--- config.mk ---
export PLATFORM = sky130hd
export DESIGN_NAME = lcd_print_sched
export DESIGN_NICKNAME = d
export VERILOG_FILES = /design/src/rtl/lcd_sched_pkg.sv /design/src/rtl/lcd_print_sched_rr_arbiter.sv /design/src/rtl/lcd_print_sched.sv
export SDC_FILE = /design/constraint.sdc
export NUM_CORES = 1
export LEC_CHECK = 0
export BUFFER_PORTS_ARGS = -buffer_cell sky130_fd_sc_hd__buf_2
export CORE_AREA = 3 3 289 291
export DETAILED_ROUTE_END_ITERATION = 10
export DIE_AREA = 0 0 292 294
export SYNTH_ARGS = -nofsm -noshare
export SYNTH_HDL_FRONTEND = slang
export SYNTH_SLANG_ARGS = --single-unit
export TNS_END_PERCENT = 20
--- constraint.sdc ---
create_clock -name clk -period 6.18 [get_ports clk]
set_input_delay 0.618 -clock clk [delete_from_list [all_inputs] [get_ports clk]]
set_output_delay 0.618 -clock clk [all_outputs]
set_load 0.02 [all_outputs]
--- src/rtl/lcd_sched_pkg.sv ---
`timescale 1ns/1ps
`default_nettype none
// ============================================================================
//  Module   : lcd_sched_pkg
//  Purpose  : Shared widths, FSM state encoding and helpers for lcd_print_sched
//  Revision : 1.0  initial release
// ============================================================================
package lcd_sched_pkg;

    localparam int VAL_W   = 32;
    localparam int LINE_W  = 128;
    localparam int CNT_W   = 32;
    localparam int STATE_W = 2;

    localparam logic [STATE_W-1:0] ST_IDLE  = 2'd0;
    localparam logic [STATE_W-1:0] ST_CONV  = 2'd1;
    localparam logic [STATE_W-1:0] ST_SHOW  = 2'd2;
    localparam logic [STATE_W-1:0] ST_DWELL = 2'd3;

    // Index width for n requesters; a single requester still needs one bit.
    function automatic int idx_width(input int n);
        return (n > 1) ? $clog2(n) : 1;
    endfunction

endpackage
`default_nettype wire

--- src/rtl/lcd_print_sched_rr_arbiter.sv ---
`timescale 1ns/1ps
`default_nettype none
// ============================================================================
//  Module   : rr_arbiter
//  Purpose  : Round-robin select of the next requester after the last grant
//  Revision : 1.0  initial release
// ============================================================================
module rr_arbiter
    import lcd_sched_pkg::*;
#(
    parameter int N = 2
) (
    input  logic                    clk,
    input  logic                    rst,
    input  logic [N-1:0]            req,
    input  logic                    advance,
    output logic [N-1:0]            gnt_oh,
    output logic [idx_width(N)-1:0] gnt_idx,
    output logic                    gnt_any
);

    localparam int c_IDX_W = idx_width(N);
    localparam int c_NP    = 1 << c_IDX_W;

    logic [c_IDX_W-1:0] r_last;
    logic [c_NP-1:0]    w_req_pad;
    logic [c_IDX_W:0]   w_pos;
    logic [c_IDX_W-1:0] w_idx;
    logic               w_any;

    assign w_req_pad = c_NP'(req);

    // Search starts one past the last winner and wraps modulo N.
    always_comb begin
        w_pos = '0;
        w_idx = '0;
        w_any = 1'b0;
        for (int k = 1; k <= N; k++) begin
            w_pos = {1'b0, r_last} + (c_IDX_W+1)'(k);
            if (w_pos >= (c_IDX_W+1)'(N)) begin
                w_pos = w_pos - (c_IDX_W+1)'(N);
            end
            if (!w_any && w_req_pad[w_pos[c_IDX_W-1:0]]) begin
                w_any = 1'b1;
                w_idx = w_pos[c_IDX_W-1:0];
            end
        end
    end

    always_ff @(posedge clk) begin
        if (rst) begin
            r_last <= c_IDX_W'(N - 1);
        end else if (advance && w_any) begin
            r_last <= w_idx;
        end
    end

    assign gnt_oh  = N'(w_any) << w_idx;
    assign gnt_idx = w_idx;
    assign gnt_any = w_any;

endmodule
`default_nettype wire

--- src/rtl/lcd_print_sched.sv ---
`timescale 1ns/1ps
`default_nettype none
// ============================================================================
//  Module   : lcd_print_sched
//  Purpose  : Shares one bin_to_dec and one lcd_driver among N_REQ requesters:
//             convert, print, dwell. Optional watchdog: LCD_SCHED_TIMEOUT_EN.
//  Revision : 1.0  initial release
// ============================================================================
module lcd_print_sched
    import lcd_sched_pkg::*;
#(
    parameter int N_REQ          = 2,
    parameter int DWELL_CYCLES   = 50000000,
    parameter int TIMEOUT_CYCLES = 1000000
) (
    input  logic                    clk,
    input  logic                    rst,
    input  logic [N_REQ-1:0]        req,
    input  logic [VAL_W*N_REQ-1:0]  value_flat,
    input  logic [LINE_W*N_REQ-1:0] label_flat,
    output logic [N_REQ-1:0]        grant,
    output logic [N_REQ-1:0]        done,
    output logic                    busy,
    output logic                    conv_start,
    output logic [VAL_W-1:0]        conv_value,
    input  logic [LINE_W-1:0]       conv_ascii,
    input  logic                    conv_ready,
    output logic                    lcd_ready,
    output logic [LINE_W-1:0]       lcd_line1,
    output logic [LINE_W-1:0]       lcd_line2,
    input  logic                    lcd_done,
    output logic [N_REQ-1:0]        timeout_err
);

    localparam int c_IDX_W = idx_width(N_REQ);

    if (N_REQ < 1 || N_REQ > 8) begin : g_bad_n_req
        $error("lcd_print_sched: N_REQ must be 1..8");
    end
    if (DWELL_CYCLES < 0 || TIMEOUT_CYCLES < 0) begin : g_bad_cycles
        $error("lcd_print_sched: cycle counts must be non-negative");
    end

    logic [STATE_W-1:0] r_state;
    logic [N_REQ-1:0]   r_cur_oh;
    logic [CNT_W-1:0]   r_dwell;
    logic [N_REQ-1:0]   w_gnt_oh;
    logic [c_IDX_W-1:0] w_gnt_idx;
    logic               w_gnt_any;
    logic               w_advance;

    assign w_advance = (r_state == ST_IDLE);

    rr_arbiter #(
        .N (N_REQ)
    ) u_arb (
        .clk     (clk),
        .rst     (rst),
        .req     (req),
        .advance (w_advance),
        .gnt_oh  (w_gnt_oh),
        .gnt_idx (w_gnt_idx),
        .gnt_any (w_gnt_any)
    );

`ifdef LCD_SCHED_TIMEOUT_EN
    logic [CNT_W-1:0] r_wdog;
    logic [CNT_W-1:0] w_wdog_inc;
    logic             w_wdog_hit;

    // Saturating count; the hit compare is done one bit wider so 0 never wraps.
    assign w_wdog_inc = (r_wdog == '1) ? r_wdog : r_wdog + 1'b1;
    assign w_wdog_hit = ({1'b0, r_wdog} + 33'd1) >= 33'(TIMEOUT_CYCLES);
`else
    assign timeout_err = '0;
`endif

    always_ff @(posedge clk) begin
        if (rst) begin
            r_state     <= ST_IDLE;
            r_cur_oh    <= '0;
            r_dwell     <= '0;
            grant       <= '0;
            done        <= '0;
            busy        <= 1'b0;
            conv_start  <= 1'b0;
            conv_value  <= '0;
            lcd_ready   <= 1'b0;
            lcd_line1   <= '0;
            lcd_line2   <= '0;
`ifdef LCD_SCHED_TIMEOUT_EN
            r_wdog      <= '0;
            timeout_err <= '0;
`endif
        end else begin
            grant <= '0;
            done  <= '0;
`ifdef LCD_SCHED_TIMEOUT_EN
            timeout_err <= '0;
`endif
            case (r_state)
                ST_IDLE: begin
                    if (w_gnt_any) begin
                        grant      <= w_gnt_oh;
                        r_cur_oh   <= w_gnt_oh;
                        conv_value <= value_flat[int'(w_gnt_idx)*VAL_W +: VAL_W];
                        lcd_line1  <= label_flat[int'(w_gnt_idx)*LINE_W +: LINE_W];
                        conv_start <= 1'b1;
                        busy       <= 1'b1;
                        r_state    <= ST_CONV;
`ifdef LCD_SCHED_TIMEOUT_EN
                        r_wdog     <= '0;
`endif
                    end
                end

                ST_CONV: begin
                    if (conv_ready) begin
                        lcd_line2  <= conv_ascii;
                        conv_start <= 1'b0;
                        lcd_ready  <= 1'b1;
                        r_state    <= ST_SHOW;
`ifdef LCD_SCHED_TIMEOUT_EN
                        r_wdog     <= '0;
                    end else if (w_wdog_hit) begin
                        timeout_err <= r_cur_oh;
                        conv_start  <= 1'b0;
                        busy        <= 1'b0;
                        r_state     <= ST_IDLE;
                    end else begin
                        r_wdog      <= w_wdog_inc;
`endif
                    end
                end

                ST_SHOW: begin
                    if (lcd_done) begin
                        lcd_ready <= 1'b0;
                        if (DWELL_CYCLES == 0) begin
                            done    <= r_cur_oh;
                            busy    <= 1'b0;
                            r_state <= ST_IDLE;
                        end else begin
                            r_dwell <= CNT_W'(DWELL_CYCLES - 1);
                            r_state <= ST_DWELL;
                        end
`ifdef LCD_SCHED_TIMEOUT_EN
                    end else if (w_wdog_hit) begin
                        timeout_err <= r_cur_oh;
                        lcd_ready   <= 1'b0;
                        busy        <= 1'b0;
                        r_state     <= ST_IDLE;
                    end else begin
                        r_wdog      <= w_wdog_inc;
`endif
                    end
                end

                ST_DWELL: begin
                    // Counter is loaded with DWELL_CYCLES-1 so the hold spans exactly DWELL_CYCLES.
                    if (r_dwell == '0) begin
                        done    <= r_cur_oh;
                        busy    <= 1'b0;
                        r_state <= ST_IDLE;
                    end else begin
                        r_dwell <= r_dwell - 1'b1;
                    end
                end

                default: begin
                    conv_start <= 1'b0;
                    lcd_ready  <= 1'b0;
                    busy       <= 1'b0;
                    r_state    <= ST_IDLE;
                end
            endcase
        end
    end

endmodule
`default_nettype wire

---- Word level (Yosys, flattened, before mapping) ----
Index checks and enable logic that the tools add are counted.
cells by class
  add/sub/neg operators ................... 5
  magnitude comparators ................... 4
  eq/ne operators ......................... 8
  shifts and indexed selects .............. 3
  multiplexer cells ....................... 26
  bitwise gates (word level) .............. 4
  reduce and logical (&&, ||, !) cells .... 18
operators by type and width
  kind                                                                   count
  256-bit by 9-bit variable part select with 128-bit output              1
  32-bit 2-to-1 mux                                                      2
  32-bit one-hot mux with 2 select lines                                 1
  64-bit by 7-bit variable part select with 32-bit output                1
  32-bit zero test                                                       1
  32-bit by 1-bit subtractor with 32-bit output (second input constant)  1
  1-bit 2-to-1 mux                                                       15
  3-bit AND reduction                                                    4
  2-bit inequality test (second input constant)                          5
  2-bit 2-to-1 mux                                                       4
  2-bit one-hot mux with 4 select lines                                  1
  2-bit nonzero test                                                     4
  1-bit one-hot mux with 2 select lines                                  3
  3-bit OR reduction                                                     2
  2-bit == test (second input constant)                                  2
  2-bit >= comparator (second input constant)                            2
  1-bit by 2-bit < comparator with 1-bit output (second input constant)  2
  1-bit inverter                                                         4
  2-bit AND reduction                                                    2
  4-bit AND reduction                                                    1
  1-bit by 1-bit adder with 2-bit output (second input constant)         1
  1-bit by 2-bit adder with 2-bit output (second input constant)         1
  2-bit by 1-bit == test with 1-bit output (second input constant)       1
  1-bit logical AND                                                      2
  4 further kinds                                                        5
word-level totals
  register bits ........................... 332
  input port bits ......................... 454
  output and inout port bits .............. 297
  word-level logic and storage cells ...... 80

---- Logic depth before layout (Yosys ltp) ----
Gate-level depths: netlist of the first run.
  depth in word-level cells ............... 11
  mapped depth ............................ 8
  gate-level depth less buffers ........... 7

---- Hierarchy ----
A second synthesis of the first run with hierarchy kept.
second synthesis, totals
  cells, all modules ...................... 1,535
  area, all modules ....................... 13,523.0 um^2
by module, submodules not included
  module           times used  cells an instance  area an instance (um^2)  sequential area each (um^2)
  lcd_print_sched  1           1,526              13,447.9                 6,626.4
  rr_arbiter       1           9                  75.1                     20.0

---- Worst setup path after synthesis of the first run ----
No wires, ideal clock.
  path kind ............................... flip-flop to flip-flop
  start ................................... register r_dwell[0]
  end ..................................... register r_state[0]
  library setup time ...................... 0.115 ns
  arrival ................................. 1.965 ns
  data required time ...................... 6.065 ns
  slack ................................... 4.100 ns
  cell stages (with the launch flop) ...... 8
  buffers on the path ..................... 0
  period minus slack after synthesis ...... 2.080 ns
  cell sequence ........................... dfxtp_1 inv_1 ha_1 nor4b_2 nand3_2 o31a_1 or4_1 and3_1
on the way
  word-level cells in the longest chain between the ends .. 3
RTL lines
  what                             RTL line                text
  start: declaration               lcd_print_sched.sv:46   logic [CNT_W-1:0] r_dwell;
  start signal: assignment         lcd_print_sched.sv:144  r_dwell <= CNT_W'(DWELL_CYCLES - 1);
  start signal: assignment         lcd_print_sched.sv:166  r_dwell <= r_dwell - 1'b1;
  32-bit zero test                 lcd_print_sched.sv:161  if (r_dwell == '0) begin
  2-bit inequality test (no line)  -
  4-bit AND reduction (no line)    -
  end signal: assignment           lcd_print_sched.sv:145  r_state <= ST_DWELL;
  end signal: assignment           lcd_print_sched.sv:164  r_state <= ST_IDLE;
  end signal: assignment           lcd_print_sched.sv:174  r_state <= ST_IDLE;
  end: declaration                 lcd_print_sched.sv:44   logic [STATE_W-1:0] r_state;
No other way between the ends.
A chain may end at the register's enable or synchronous reset.

---- Worst setup path after layout of the first run ----
  start ................................... register r_state[0]
  end ..................................... register lcd_line1[69]
on the way
  word-level cells in the longest chain between the ends .. 2
RTL lines
  what                           RTL line                text
  start signal: assignment       lcd_print_sched.sv:80   r_state <= ST_IDLE;
  start signal: assignment       lcd_print_sched.sv:110  r_state <= ST_CONV;
  start signal: assignment       lcd_print_sched.sv:122  r_state <= ST_SHOW;
  2-bit zero test                lcd_print_sched.sv:101  case (r_state)
  2-bit AND reduction (no line)  -
  end signal: assignment         lcd_print_sched.sv:107  lcd_line1 <= label_flat[int'(w_gnt_idx)*LINE_W +: LINE_W];
  end: declaration               lcd_print_sched.sv:29   output logic [LINE_W-1:0] lcd_line1,
No other way between the ends.

==> impl.org, run 1 <==
** Power and ir drop
- Dividing total power by cell area gives a power density of 470 nW/um2.
- In this run, the combinational gates consume 40.1% of the power.
- Total chip power :: 9.26 mW
- Switching power :: 3.79 mW
- Switching power share of the total :: 40.9%
- Sequential Power Share :: 33.3%
- Per report_power, the clock group accounts for 26.7% of the total.
- Worst IR Drop VDD :: 0.277 mV
- The internal power of the cells totals 5.47 mW.
- In this run the static leakage power is 8.79 nW.

** Placed design
- The count of buffers added on input and output ports is 748.
- The congestion estimate from routability-driven global placement came to 0.835.
- HPWL reported at the end of detailed placement :: 42,600 um
- Summing all placed instances gives a cell area of 18,300 um2.

** Clock network
- CTS saw 332 sinks.
- Gates resized during post-CTS repair numbered 0.
- Clock slew at reported path FFs :: 0.06 ns
- After clock tree synthesis, the flow added hold-fix buffers numbering 0.
- Post-CTS Setup Repair Bufs :: 0
- CTS Root Cell :: sky130_fd_sc_hd__clkbuf_16
- Clock latency on the worst-skew pair :: 0.56 ns
- The H-tree was split into 2 levels.
- Maximum clock insertion buffer count :: 3
- TritonCTS built the clock tree.
- Clock tree synthesis inserted a total of 41 buffers.

** Worst hold path
- Type of the most critical hold path :: in2reg
- Hold Path Cell Cnt :: 3
- Launch point of the worst hold path :: conv_ascii[74]
- Capture endpoint of the worst hold path :: lcd_line2[74]$_SDFFE_PP0P_

** STA
- Timing would allow up to 0.378 GHz.
- Count of endpoints failing setup in the final report :: 0
- Summed over all failing endpoints, the final setup total negative slack is 0 ns.
- Final hold slack :: 0.288 ns
- The max-slew violation count came to 0.
- Worst rel slew slack :: 30.2%
- Transition at the pin with the smallest max-transition slack :: 1.05 ns
- Number of hold violations in the final report :: 0
- In the finished design, the share of the clock period the worst path needs comes to 42.8%.
- Setup repair after global routing missed its margin :: no
- Counting I/O delays and the setup requirement, the final critical path takes 2.65 ns.
- Setup Skew :: 0.0120 ns

** Yosys
- The portion of synthesized area spent on multiplexers is 12.1%.
- Share of synthesized area occupied by flip-flops and latches :: 49.1%
- Synthesized instance count :: 1,526
- Main combinational cell family by area after synthesis :: compound AO/OA/AOI/OAI gates
- Compound-cell area share of the yosys netlist :: 17.1%
- Mapped Area :: 13,500 um2
- Sorting the synthesized cells by area gives the leading types as sky130_fd_sc_hd__dfxtp_1 (49%), sky130_fd_sc_hd__mux2i_1 (12%), sky130_fd_sc_hd__a211oi_1 (9.0%).
- After synthesis, the mean cell area works out to 8.87 um2.
- Flip-flop cell with the highest count after synthesis :: sky130_fd_sc_hd__dfxtp_1
- Of all cell types, the one taking the most synthesized area is sky130_fd_sc_hd__dfxtp_1.
- The share of synthesized area in the top cell type comes to 49.1%.
- Area fraction in and, or, nand and nor cells after synthesis :: 16.8%
- Synth Area in XOR/XNOR :: 0.388%
- In this run, distinct cell masters in the synthesized netlist total 51.
- Synthesized-area fraction occupied by adder cells :: 0.555%
- EDFF count, synth :: 0
- Synth warnings :: 0
- After synthesis the netlist holds a flip-flop and latch count of 332.
- Fraction of registers with async set/reset :: 0%

** Die
- Overall die height :: 294 um
- 751 I/O pins were placed.
- The floorplan step defined a core boundary enclosing 80,800 um2.
- Number of cell rows :: 104
- From left edge to right edge, the die measures 292 um.
- The die covers 85,800 um2.
- For this configuration, the core starts out at a cell density of 16.7%.

** Routing
- In the routed design, unresolved DRC markers number 0.
- Via-to-Cell Ratio :: 4.06
- Summed over all nets, wire length on met2 after detailed routing comes to 25,100 um.
- The detailed router used layers up to and including met5.
- Wirelength per Cell :: 16.8 um
- Overall via count from detail_route :: 13,396
- In the final routing, the length of wire on met1 measures 23,200 um.
- Total routed wirelength :: 55,300 um
- The pre-antenna-repair detailed-routing pass consisted of 5 iterations.
- Antenna Nets Post-Route :: 0
- The first routing iteration left 476 violations.
- After detailed routing, the met3 layer carries 5240 um of wire.

** Cells and area
- The finished cells cover 19,700 um2.
- Commonest non-fill, non-tap cells in the layout :: sky130_fd_sc_hd__buf_2 (747), sky130_fd_sc_hd__dfxtp_1 (332), sky130_fd_sc_hd__nand2_1 (266)
- The library cell used most frequently in the layout, excluding fill and tap cells, is sky130_fd_sc_hd__buf_2.
- Layout cells sized above 1 :: 37.8%
- Compared with the post-synthesis result, the final layout area differs by 45.5%.
- Fill cells in the final layout number 8,857.
- Total number of nets in the final design :: 2,667
- Finished Core Util :: 24.4%

** Worst setup path
- STA classifies the critical path endpoint as a flip-flop.
- STA puts the critical path data required time at 6.64 ns.
- Launch instance of the worst register-to-register path :: r_state[0]$_SDFFE_PP0P_
- Number of cell instances on the worst register-to-register path :: 6
- For this design, the slowest cell found on the critical path is sky130_fd_sc_hd__o21a_4.
- Maximum net fanout on the critical path :: 176
- In this run the register-to-register setup slack is 3.53 ns.
- By startpoint and endpoint, the worst setup path is classified as reg2reg.
- Highest cell delay on the worst timing path :: 0.57 ns
- Data on the critical path arrives at its endpoint at 3.11 ns.
- Traced cell by cell, the critical path runs through inv_1 > ha_1 > o21a_4 > buf_12 > nor2_1 > a211oi_1.
- The number of buffers and inverters on the critical path is 2.
- Critical Path Source Type :: flip-flop
- The endpoint identified for the worst register-to-register timing path is lcd_line1[69]$_SDFFE_PP0P_.
- Top cell family by delay on the critical path :: compound AO/OA/AOI/OAI gates

** GRT
- The number of global-route vias before repair is 12,926.
- Maximum number of pins on one net before global-route repair :: 177
- For this run the aggregate overflow at the end of global routing stands at 0.
- Antenna violations before repair :: 7
- Across every metal layer, demand over resource in global routing totals 12.0%.
- The first global-routing pass estimated 79,700 um of wire.

** Run
- Maximum capacitance violations :: 0

** Outcome
- Outcome :: completed
-- cell usage after synthesis, drive strengths merged, types with 11 or more instances --
library cell	instances
dfxtp	332
nand2	268
nor2	172
mux2i	163
a211oi	162
a21oi	150
clkbuf	96
buf	29
o21ai	15
or3	14
or4	13
nor4	11
-- layout make-up --
class | instances | area [um2] | share of cell area [%]
sequential | 332 | 6650 | 33.8
multi-input combinational | 1063 | 6400 | 32.5
timing repair buffer | 762 | 3900 | 19.8
tap | 1060 | 1330 | 6.74
clock buffer | 61 | 1220 | 6.21
clock inverter | 10 | 159 | 0.807
inverter | 7 | 26.3 | 0.133
antenna | 5 | 12.5 | 0.0636
-- per-layer routing --
layer | vias to the layer above | track usage (%)
met5 | - | 0
met4 | 4 | 4.06
met3 | 88 | 4.53
met2 | 525 | 19.3
met1 | 6016 | 14.8
li1 | 6763 | -
-- through the flow --
step,cells,worst slack [ns]
detailed placement,3224,3.22
global route,3297,3.32
CTS,3295,3.58
finish,3300,3.53
floorplan,1527,4.10
global placement,3224,3.26
-- worst reg2reg max path, delay by kind of cell (launching register included) --
kind	cells	cell delay (ns)
and+or+nand+nor	1	0.39
buffers and inverters	2	0.70
AOI/OAI and AO/OA	2	0.81
DFF	1	0.33
adders and majority gates	1	0.33
-- registers in the layout, indices dropped and copies added (netlist names) --
signal,count
lcd_line1,128
lcd_line2,128
conv_value,32
r_dwell,32
done,2
grant,2
r_cur_oh,2
r_state,2
busy,1
conv_start,1
lcd_ready,1
u_arb.r_last,1
-- kinds of logic (layout without fill, tap and decap cells) --
family,after synthesis,in the layout
other,1,7
multiplexers,164,164
buffers and inverters,132,840
adder cells (fa/ha/maj),6,6
AND/OR/NAND/NOR,523,523
XOR/XNOR,6,6
flip-flops,332,332
AO/OA/AOI/OAI,362,362
-- power groups by stage --
stage / Combinational [mW] / Clock [mW] / Sequential [mW]
after floorplan: 1.85 / 0 / 3.69
after global placement: 3.72 / 0 / 3.11
after detailed placement: 3.76 / 0 / 3.12
after CTS: 3.76 / 2.58 / 3.09
after global routing: 4.09 / 2.64 / 3.16
final: 3.71 / 2.47 / 3.08
-- how the worst max path moves through the flow --
stage / startpoint / endpoint / depth (start not counted)
finish: r_state[0]$_SDFFE_PP0P_ / lcd_line1[69]$_SDFFE_PP0P_ / 6
global route: r_state[0]$_SDFFE_PP0P_ / lcd_line1[65]$_SDFFE_PP0P_ / 6
CTS: r_state[0]$_SDFFE_PP0P_ / lcd_line1[69]$_SDFFE_PP0P_ / 6
detailed placement: req[1] / lcd_line1[53]$_SDFFE_PP0P_ / 5
global placement: req[1] / lcd_line1[78]$_SDFFE_PP0P_ / 5
floorplan: r_dwell[0]$_SDFFE_PP0P_ / r_state[0]$_SDFFE_PP0P_ / 7
Note: power is estimated with default switching activity, not from simulation.
==> run 2, diff against run 1 <==
--- a/config.mk
+++ b/config.mk
@@ -5,10 +5,11 @@
 export SDC_FILE = /design/constraint.sdc
 export NUM_CORES = 1
 export LEC_CHECK = 0
+export ABC_AREA = 1
 export BUFFER_PORTS_ARGS = -buffer_cell sky130_fd_sc_hd__buf_2
-export CORE_AREA = 3 3 289 291
+export CORE_AREA = 3 3 291 293
 export DETAILED_ROUTE_END_ITERATION = 10
-export DIE_AREA = 0 0 292 294
+export DIE_AREA = 0 0 294 296
 export SYNTH_ARGS = -nofsm -noshare
 export SYNTH_HDL_FRONTEND = slang
 export SYNTH_SLANG_ARGS = --single-unit
==> constraint.sdc (replaced) <==
create_clock -name clk -period 2.6 [get_ports clk]
set_input_delay 0.26 -clock clk [delete_from_list [all_inputs] [get_ports clk]]
set_output_delay 0.26 -clock clk [all_outputs]
set_load 0.02 [all_outputs]
==> run 2 against run 1 <==
Compared with the run above: largest power group unchanged; critical endpoint is now lcd_line1[22]$_SDFFE_PP0P_; routed wire length rose by 19%; largest cell class is now non-clock buffers; final cell count is 24% higher; first-iteration DRC count rose to 2.6 times the previous value.
==> impl.org, run 2 <==
** Die
- Number of cell rows :: 105
- Std-Cell Core Area :: 82,100 um2
- 751 I/O pins were placed.
- Starting Density :: 16.7%
- The die is 296 um tall.
- Total die area :: 87,000 um2
- From left edge to right edge, the die measures 294 um.

** Routing
- The first routing iteration left 1,217 violations.
- The count of nets left with antenna violations once routing finished came out at 0.
- Number of remaining DRC errors :: 0
- Routed metal-1 wirelength :: 27,100 um
- The routed layout has 17,349 vias.
- Dividing the detail-routed wire length by the instance count gives 16.0 um.
- Top layer in use :: met4
- The pre-antenna-repair detailed-routing pass consisted of 6 iterations.
- Dividing the detail-routed via count by the number of cells gives 4.23.
- Wire segments on met3 add up to 5340 um in the final route.
- After detailed routing, the total wire length is 65,700 um.
- The routed design uses 30,900 um of met2 wire.

** STA
- The max-slew violation count is 0.
- Setup Skew :: 0.0188 ns
- Count of endpoints failing setup in the final report :: 0
- At the pin with the least slew margin, the transition time is 0.707 ns.
- Setup repair after global routing missed its margin :: no
- Final TNS setup :: 0 ns
- Of the available clock period, the critical path in the final layout requires 92.6%.
- F_max :: 0.415 GHz
- The total count of hold-check failures in the final report is 0.
- The worst pin sits at a relative slew slack of 52.9%.
- For the finished layout, the period the worst path requires is 2.41 ns.

** Placed design
- During placement, the flow inserted port buffers numbering 748.
- At the end of routability-driven placement, the weighted congestion stood at 0.903.
- HPWL reported at the end of detailed placement :: 46,300 um

** Cells and area
- In the final layout, the registers with the most flip-flops are lcd_line1: 128 flops, lcd_line2: 128 flops.
- Measured on the finished design, the core utilization comes to 29.5%.
- Of the cells placed in the final design, the portion with a size suffix greater than 1 is 30.2%.
- Total number of nets in the final design :: 3,455
- Commonest non-fill, non-tap cell in the layout :: sky130_fd_sc_hd__buf_2
- From synthesis to final layout, the design area changed by 77.0%.
- The top cell types in the final layout, fill and taps aside, are sky130_fd_sc_hd__buf_2 (748), sky130_fd_sc_hd__nand2_1 (436), sky130_fd_sc_hd__dlygate4sd3_1 (412).

** Yosys
- Synth warnings :: 0
- Cell types with the largest area share after synthesis :: sky130_fd_sc_hd__dfxtp_1 (49%), sky130_fd_sc_hd__nand2_1 (12%), sky130_fd_sc_hd__o21ai_0 (11%)
- Count of cell types in the netlist :: 35
- After synthesis the netlist holds a flip-flop and latch count of 332.
- The most common cell in the synthesized netlist is sky130_fd_sc_hd__nand2_1.
- EDFF count, synth :: 0
- Of the synthesized area, sequential elements account for 48.6%.
- In this run the mean area of a mapped cell was 7.26 um2.
- Synthesis produced a netlist whose cell count is 1,886.
- Biggest area consumer among synthesized cells :: sky130_fd_sc_hd__dfxtp_1
- Fraction of registers with async set/reset :: 0%
- After synthesis, the most frequently instantiated cells are sky130_fd_sc_hd__nand2_1 (438), sky130_fd_sc_hd__nor2_1 (349), sky130_fd_sc_hd__dfxtp_1 (332).
- Yosys top cell area share :: 48.6%
- For this run, the leading register cell type out of synthesis is sky130_fd_sc_hd__dfxtp_1.
- Mapped Area :: 13,700 um2

** Worst hold path
- The path class of the tightest hold or removal check is in2reg.

** Worst setup path
- Master of the slowest instance on the critical path :: sky130_fd_sc_hd__dlygate4sd3_1
- Highest cell delay on the worst timing path :: 0.59 ns
- STA classifies the critical path endpoint as a flip-flop.
- STA puts the critical path data arrival time at 2.88 ns.
- Startpoint-to-endpoint class of the critical path :: reg2reg
- For the worst setup path, the data required time is 3.08 ns.
- Of all nets on the critical path, the largest fanout is 27.
- The critical path goes through inv_1 > ha_1 > inv_2 > nor2_4 > buf_12 > buf_4 > o21ai_0 > a31oi_1 > dlygate4sd3_1.
- Critical Path Source Type :: flip-flop

** Run
- Maximum capacitance violations :: 0

** Clock network
- In this run the clock root is driven by a sky130_fd_sc_hd__clkbuf_16.
- In this run the post-CTS setup repair buffer count came out at 0.
- H-tree depth reported by CTS :: 2
- The clock net in this run drives a total of 332 sinks.
- Cts bufs inserted :: 40
- The longest clock path from root to sink contains 3 buffers.
- Clock latency on the worst-skew pair :: 0.56 ns
- CTS tree :: done
- Clock slew at reported path FFs :: 0.06 ns

** GRT
- Across every metal layer, demand over resource in global routing totals 13.9%.
- For this run the aggregate overflow at the end of global routing stands at 0.
- Entering global routing, the biggest net connects 92 pins.
- The first global-routing pass estimated 95,100 um of wire.
- Number of global-route vias before repair :: 16,760
- The number of antenna violations at the first check in global routing was 6.

** Power and ir drop
- The analysis attributes to cell leakage a power of 11.4 nW.
- PD cells :: 1050 nW/um2
- The worst-case IR drop observed on VDD is 0.626 mV.

** Outcome
- The run finished with clean final reports.
-- run 2: changes by cell type after synthesis, moves of 33 or more --
cell,previous run,this run
sky130_fd_sc_hd__inv_1,7,40
sky130_fd_sc_hd__nor2_1,172,349
sky130_fd_sc_hd__a21oi_1,150,8
sky130_fd_sc_hd__mux2i_1,163,0
sky130_fd_sc_hd__a211oi_1,162,1
sky130_fd_sc_hd__nand2_1,267,438
sky130_fd_sc_hd__a31oi_1,9,160
sky130_fd_sc_hd__o21ai_0,15,296
-- run 2: cells by family (layout without fill, tap and decap cells) --
group                    Yosys count  in the layout  share of synthesized area [%]
AND/OR/NAND/NOR                  865            865                           25.1
AO/OA/AOI/OAI                    492            492                           20.0
flip-flops                       332            332                           48.6
buffers and inverters            187           1325                           5.58
adder cells (fa/ha/maj)            6              6                          0.548
XOR/XNOR                           3              3                          0.192
other                              1              4                         0.0274
-- run 2: final cells by class --
cell class | instances | area, um2
antenna | 2 | 5.00
clock buffer | 58 | 1210
clock inverter | 14 | 136
fill | 8667 | 57900
inverter | 45 | 184
multi-input combinational | 1368 | 6300
sequential | 332 | 6650
tap | 1070 | 1340
timing repair buffer | 1208 | 8400
-- run 2: layer usage --
metal  global-route usage, %  vias to the layer above
li1                        -                     8485
met1                    17.3                     7945
met2                    23.1                      779
met3                    3.67                      140
met4                    5.21                        0
met5                       0                        -
-- run 2: through the flow --
stage          hold WS, ns  total power [mW]  cells  instance area, um2  worst slack, ns
2_1_floorplan        0.409              14.3   1887               13700            0.914
3_3_place_gp         0.447              18.0   3610               18700            0.496
3_5_place_dp         0.453              18.1   3610               18700            0.423
4_1_cts            0.00181              25.4   4094               24200            0.172
5_1_grt             0.0179              27.2   4097               24200           0.0456
6_report            0.0460              25.4   4097               24200            0.193
-- run 2: critical path, delay by kind of cell, from the launching register on --
family	cells	cell delay, ns
AO/OA/AOI/OAI	2	0.27
adder cells (fa/ha/maj)	1	0.26
flip-flops	1	0.33
AND/OR/NAND/NOR	1	0.15
buffers and inverters	5	1.24
-- run 2: where the power goes --
group | total (mW) | leakage, nW | internal (mW) | switching, mW
clock | 5.71 | 0.667 | 3.43 | 2.28
sequential | 7.59 | 2.73 | 6.64 | 0.951
combinational | 12.1 | 8.00 | 4.69 | 7.45
-- run 2: path summary, 6_finish.rpt --
kind	endpoint	startpoint	slack, ns	depth (start not counted)
worst max-delay path	lcd_line1[22]$_SDFFE_PP0P_	r_state[0]$_SDFFE_PP0P_	0.19	9
worst min-delay path	lcd_line1[67]$_SDFFE_PP0P_	label_flat[67]	0.05	3
worst max register to register	lcd_line1[22]$_SDFFE_PP0P_	r_state[0]$_SDFFE_PP0P_	0.19	9
worst min register to register	u_arb.r_last$_SDFFE_PP1P_	u_arb.r_last$_SDFFE_PP1P_	0.46	2
-- run 2: what timing repair did --
item                                   in CTS  in global routing
endpoints found under the hold margin     266                  0
setup endpoints to repair                   0                  6
resized for setup                           0                  1
hold buffers                              412                  0
==> run 3, diff against run 2 <==
--- a/config.mk
+++ b/config.mk
@@ -10,6 +10,8 @@
 export CORE_AREA = 3 3 291 293
 export DETAILED_ROUTE_END_ITERATION = 10
 export DIE_AREA = 0 0 294 296
+export GPL_TIMING_DRIVEN = 1
+export MAX_ROUTING_LAYER = met4
 export SYNTH_ARGS = -nofsm -noshare
 export SYNTH_HDL_FRONTEND = slang
 export SYNTH_SLANG_ARGS = --single-unit
==> run 3 against run 2 <==
Compared with the run above: largest power group unchanged; count of clock-buffer cells in the layout fell by 3; sequential cell count did not move; worst setup slack got worse by 0.052 ns; combinational power barely moved; clock skew fell by 0.0028 ns; register-to-register slack got worse by 0.05 ns; global-route usage rose by 0.64 points.
==> impl.org, run 3 (synthesis results as in run 2) <==
** Placed design
- HPWL reported at the end of detailed placement :: 46,800 um
- Input/output buffers :: 748
- Including well taps, the total number of placed cells is 3,612.
- Final RePlAce weighted congestion :: 0.923

** Cells and area
- Layout cells sized above 1 :: 30.1%
- Commonest non-fill, non-tap cell in the layout :: sky130_fd_sc_hd__buf_2
- Layout filler cell count :: 8,724
- Total number of nets in the final design :: 3,455
- The largest registers in the layout are lcd_line1: 128 flops, lcd_line2: 128 flops.
- The top cell types in the final layout, fill and taps aside, are sky130_fd_sc_hd__buf_2 (748), sky130_fd_sc_hd__nand2_1 (436), sky130_fd_sc_hd__dlygate4sd3_1 (410).
- After the flow finishes, the layout carries non-filler instances totaling 4,092.
- The area growth from synthesis to layout is 76.1%.
- At the end of the flow the core is filled with cells to 29.3%.

** Worst setup path
- At the worst endpoint, the required time is 3.09 ns.
- Traced cell by cell, the critical path runs through inv_1 > ha_1 > inv_2 > nor2_4 > buf_12 > buf_16 > o21ai_0 > a31oi_1 > dlygate4sd3_1.
- Startpoint-to-endpoint class of the critical path :: reg2reg
- In this run the worst path has a maximum fanout of 47.
- Top cell family by delay on the critical path :: buffers and inverters
- At the worst endpoint, the arrival time is 2.95 ns.
- For this run, the slowest stage of the critical path takes 0.56 ns.
- The endpoint identified for the worst register-to-register timing path is lcd_line1[29]$_SDFFE_PP0P_.
- In this run the critical register-to-register path is launched from r_state[0]$_SDFFE_PP0P_.
- STA classifies the critical path endpoint as a flip-flop.
- Together, buffers and inverters on the worst path number 5.
- Critical Path Source Type :: flip-flop
- The slowest stage of the critical path belongs to the cell sky130_fd_sc_hd__dlygate4sd3_1.
- Number of cell instances on the worst register-to-register path :: 9
- Flop-to-flop setup slack :: 0.14 ns

** Worst hold path
- Capture endpoint of the worst hold path :: lcd_line2[98]$_SDFFE_PP0P_
- Type of the most critical hold path :: in2reg
- The worst hold path begins at conv_ascii[98].
- Hold Path Cell Cnt :: 3

** STA
- Setup repair after global routing left no endpoint under its margin.
- Setup Skew :: 0.0160 ns
- Setup violations remaining at the end of the flow were counted as 0.
- Share of the clock period used by the worst path after layout :: 94.6%
- Transition at the pin with the smallest max-transition slack :: 0.652 ns
- The total count of hold-check failures in the final report came to 0.
- Final worst path period need :: 2.46 ns
- Final-report max-slew violation count :: 0
- Worst rel slew slack :: 56.5%
- Timing would allow up to 0.407 GHz.
- Final TNS setup :: 0 ns

** Clock network
- The tree is rooted in a sky130_fd_sc_hd__clkbuf_16.
- Cts bufs inserted :: 40
- At the later pin of the worst-skew pair, clock insertion delay measures 0.55 ns.
- H-tree depth reported by CTS :: 2
- Number of sinks driven by the clock tree :: 332
- Clock slew at reported path FFs :: 0.05 ns
- TritonCTS built the clock tree.
- The clock passes through at most 3 buffers.

** Routing
- After the first detailed-routing iteration, the DRC count stood at 1,048.
- Total routed wirelength :: 66,900 um
- Number of remaining DRC errors :: 0
- The first detailed-routing pass took 6 iterations.
- Summing over every cut layer, the via total after detailed routing is 17,481.
- The detail route stage leaves a number of antenna-violating nets equal to 0.
- Dividing the detail-routed via count by the number of cells gives 4.27.
- Wirelength per Cell :: 16.4 um

** Die
- The die covers 87,000 um2.
- Floorplan die width :: 294 um
- 751 I/O pins were placed.
- The core region is 82,100 um2.
- Starting Density :: 16.7%
- Number of cell rows :: 105
- The floorplan step set the die height to 296 um.

** Run
- Across the run, the number of max-cap violations was 0.

** GRT
- Entering global routing, the biggest net connects 93 pins.
- Overall overflow remaining after global route :: 0
- In the global route stage, overall resource usage came out at 14.6%.
- The number of global-route vias before repair was 17,002.
- Wire length of the first global-routing pass :: 96,600 um
- The number of antenna violations at the first check in global routing was 4.

** Power and ir drop
- VDD sags by at most 0.640 mV.
- For this design the ratio of total power to cell area is 1050 nW/um2.
- Summed over all cells, the static leakage comes to 11.3 nW.

** Outcome
- Outcome :: completed
==> run 3: cell type report <==
type	count	area [um2]	area share (%)
Antenna cell	2	5.00	0.0208
Clock buffer	55	1140	4.73
Clock inverter	12	95.1	0.395
Inverter	45	184	0.763
Multi-Input combinational cell	1368	6300	26.1
Sequential cell	332	6650	27.6
Tap cell	1070	1340	5.56
Timing Repair Buffer	1208	8390	34.8
==> run 3: per-layer routing <==
layer | track usage, % | routed length, um | part of all wire (%) | vias up
met5 | - | 0 | 0 | -
met4 | 5.62 | 2690 | 4.0 | 0
met3 | 3.29 | 5050 | 7.5 | 189
met2 | 23.6 | 31300 | 47 | 818
met1 | 17.6 | 27900 | 42 | 7982
li1 | - | - | - | 8492
==> run 3: how the worst max path moves through the flow <==
stage / start / to / slack, ns / depth (start not counted)
after detailed placement: r_state[0]$_SDFFE_PP0P_ / r_dwell[26]$_SDFFE_PP0P_ / 0.43 / 10
after global routing: r_state[0]$_SDFFE_PP0P_ / lcd_line1[1]$_SDFFE_PP0P_ / 0.003 / 9
after CTS: r_state[0]$_SDFFE_PP0P_ / conv_value[5]$_SDFFE_PP0P_ / 0.12 / 9
final: r_state[0]$_SDFFE_PP0P_ / lcd_line1[29]$_SDFFE_PP0P_ / 0.14 / 9
after global placement: r_state[0]$_SDFFE_PP0P_ / r_dwell[26]$_SDFFE_PP0P_ / 0.50 / 10
after floorplan: r_dwell[1]$_SDFFE_PP0P_ / r_dwell[8]$_SDFFE_PP0P_ / 0.91 / 12
==> run 3: metrics by stage <==
stage	area, um2	hold WS [ns]	worst slack (ns)	total power, mW
floorplan	13700	0.409	0.914	14.3
finish	24100	0.0473	0.141	25.2
global route	24100	0.0194	0.00312	26.9
detailed placement	18700	0.448	0.433	18.1
CTS	24000	0.00216	0.120	25.2
global placement	18700	0.447	0.498	18.0
==> run 3: repair_timing <==
| action | 4_1_cts | 5_1_grt |
|---|---|---|
| endpoints found under the hold margin | 267 | 0 |
| resized for setup | 0 | 5 |
| hold buffers | 410 | 0 |
| buffers inserted | 0 | 0 |
| setup endpoints to repair | 0 | 57 |
==> run 3: power breakdown <==
group	switching, mW	total, mW	internal, mW
sequential	0.924	7.56	6.64
combinational	7.53	12.2	4.71
clock	2.27	5.41	3.15
==> run 3: worst min-delay path: stages <==
cell	delay (ns)
sky130_fd_sc_hd__buf_2	0.08
sky130_fd_sc_hd__o21ai_0	0.12
sky130_fd_sc_hd__nor2_1	0.10
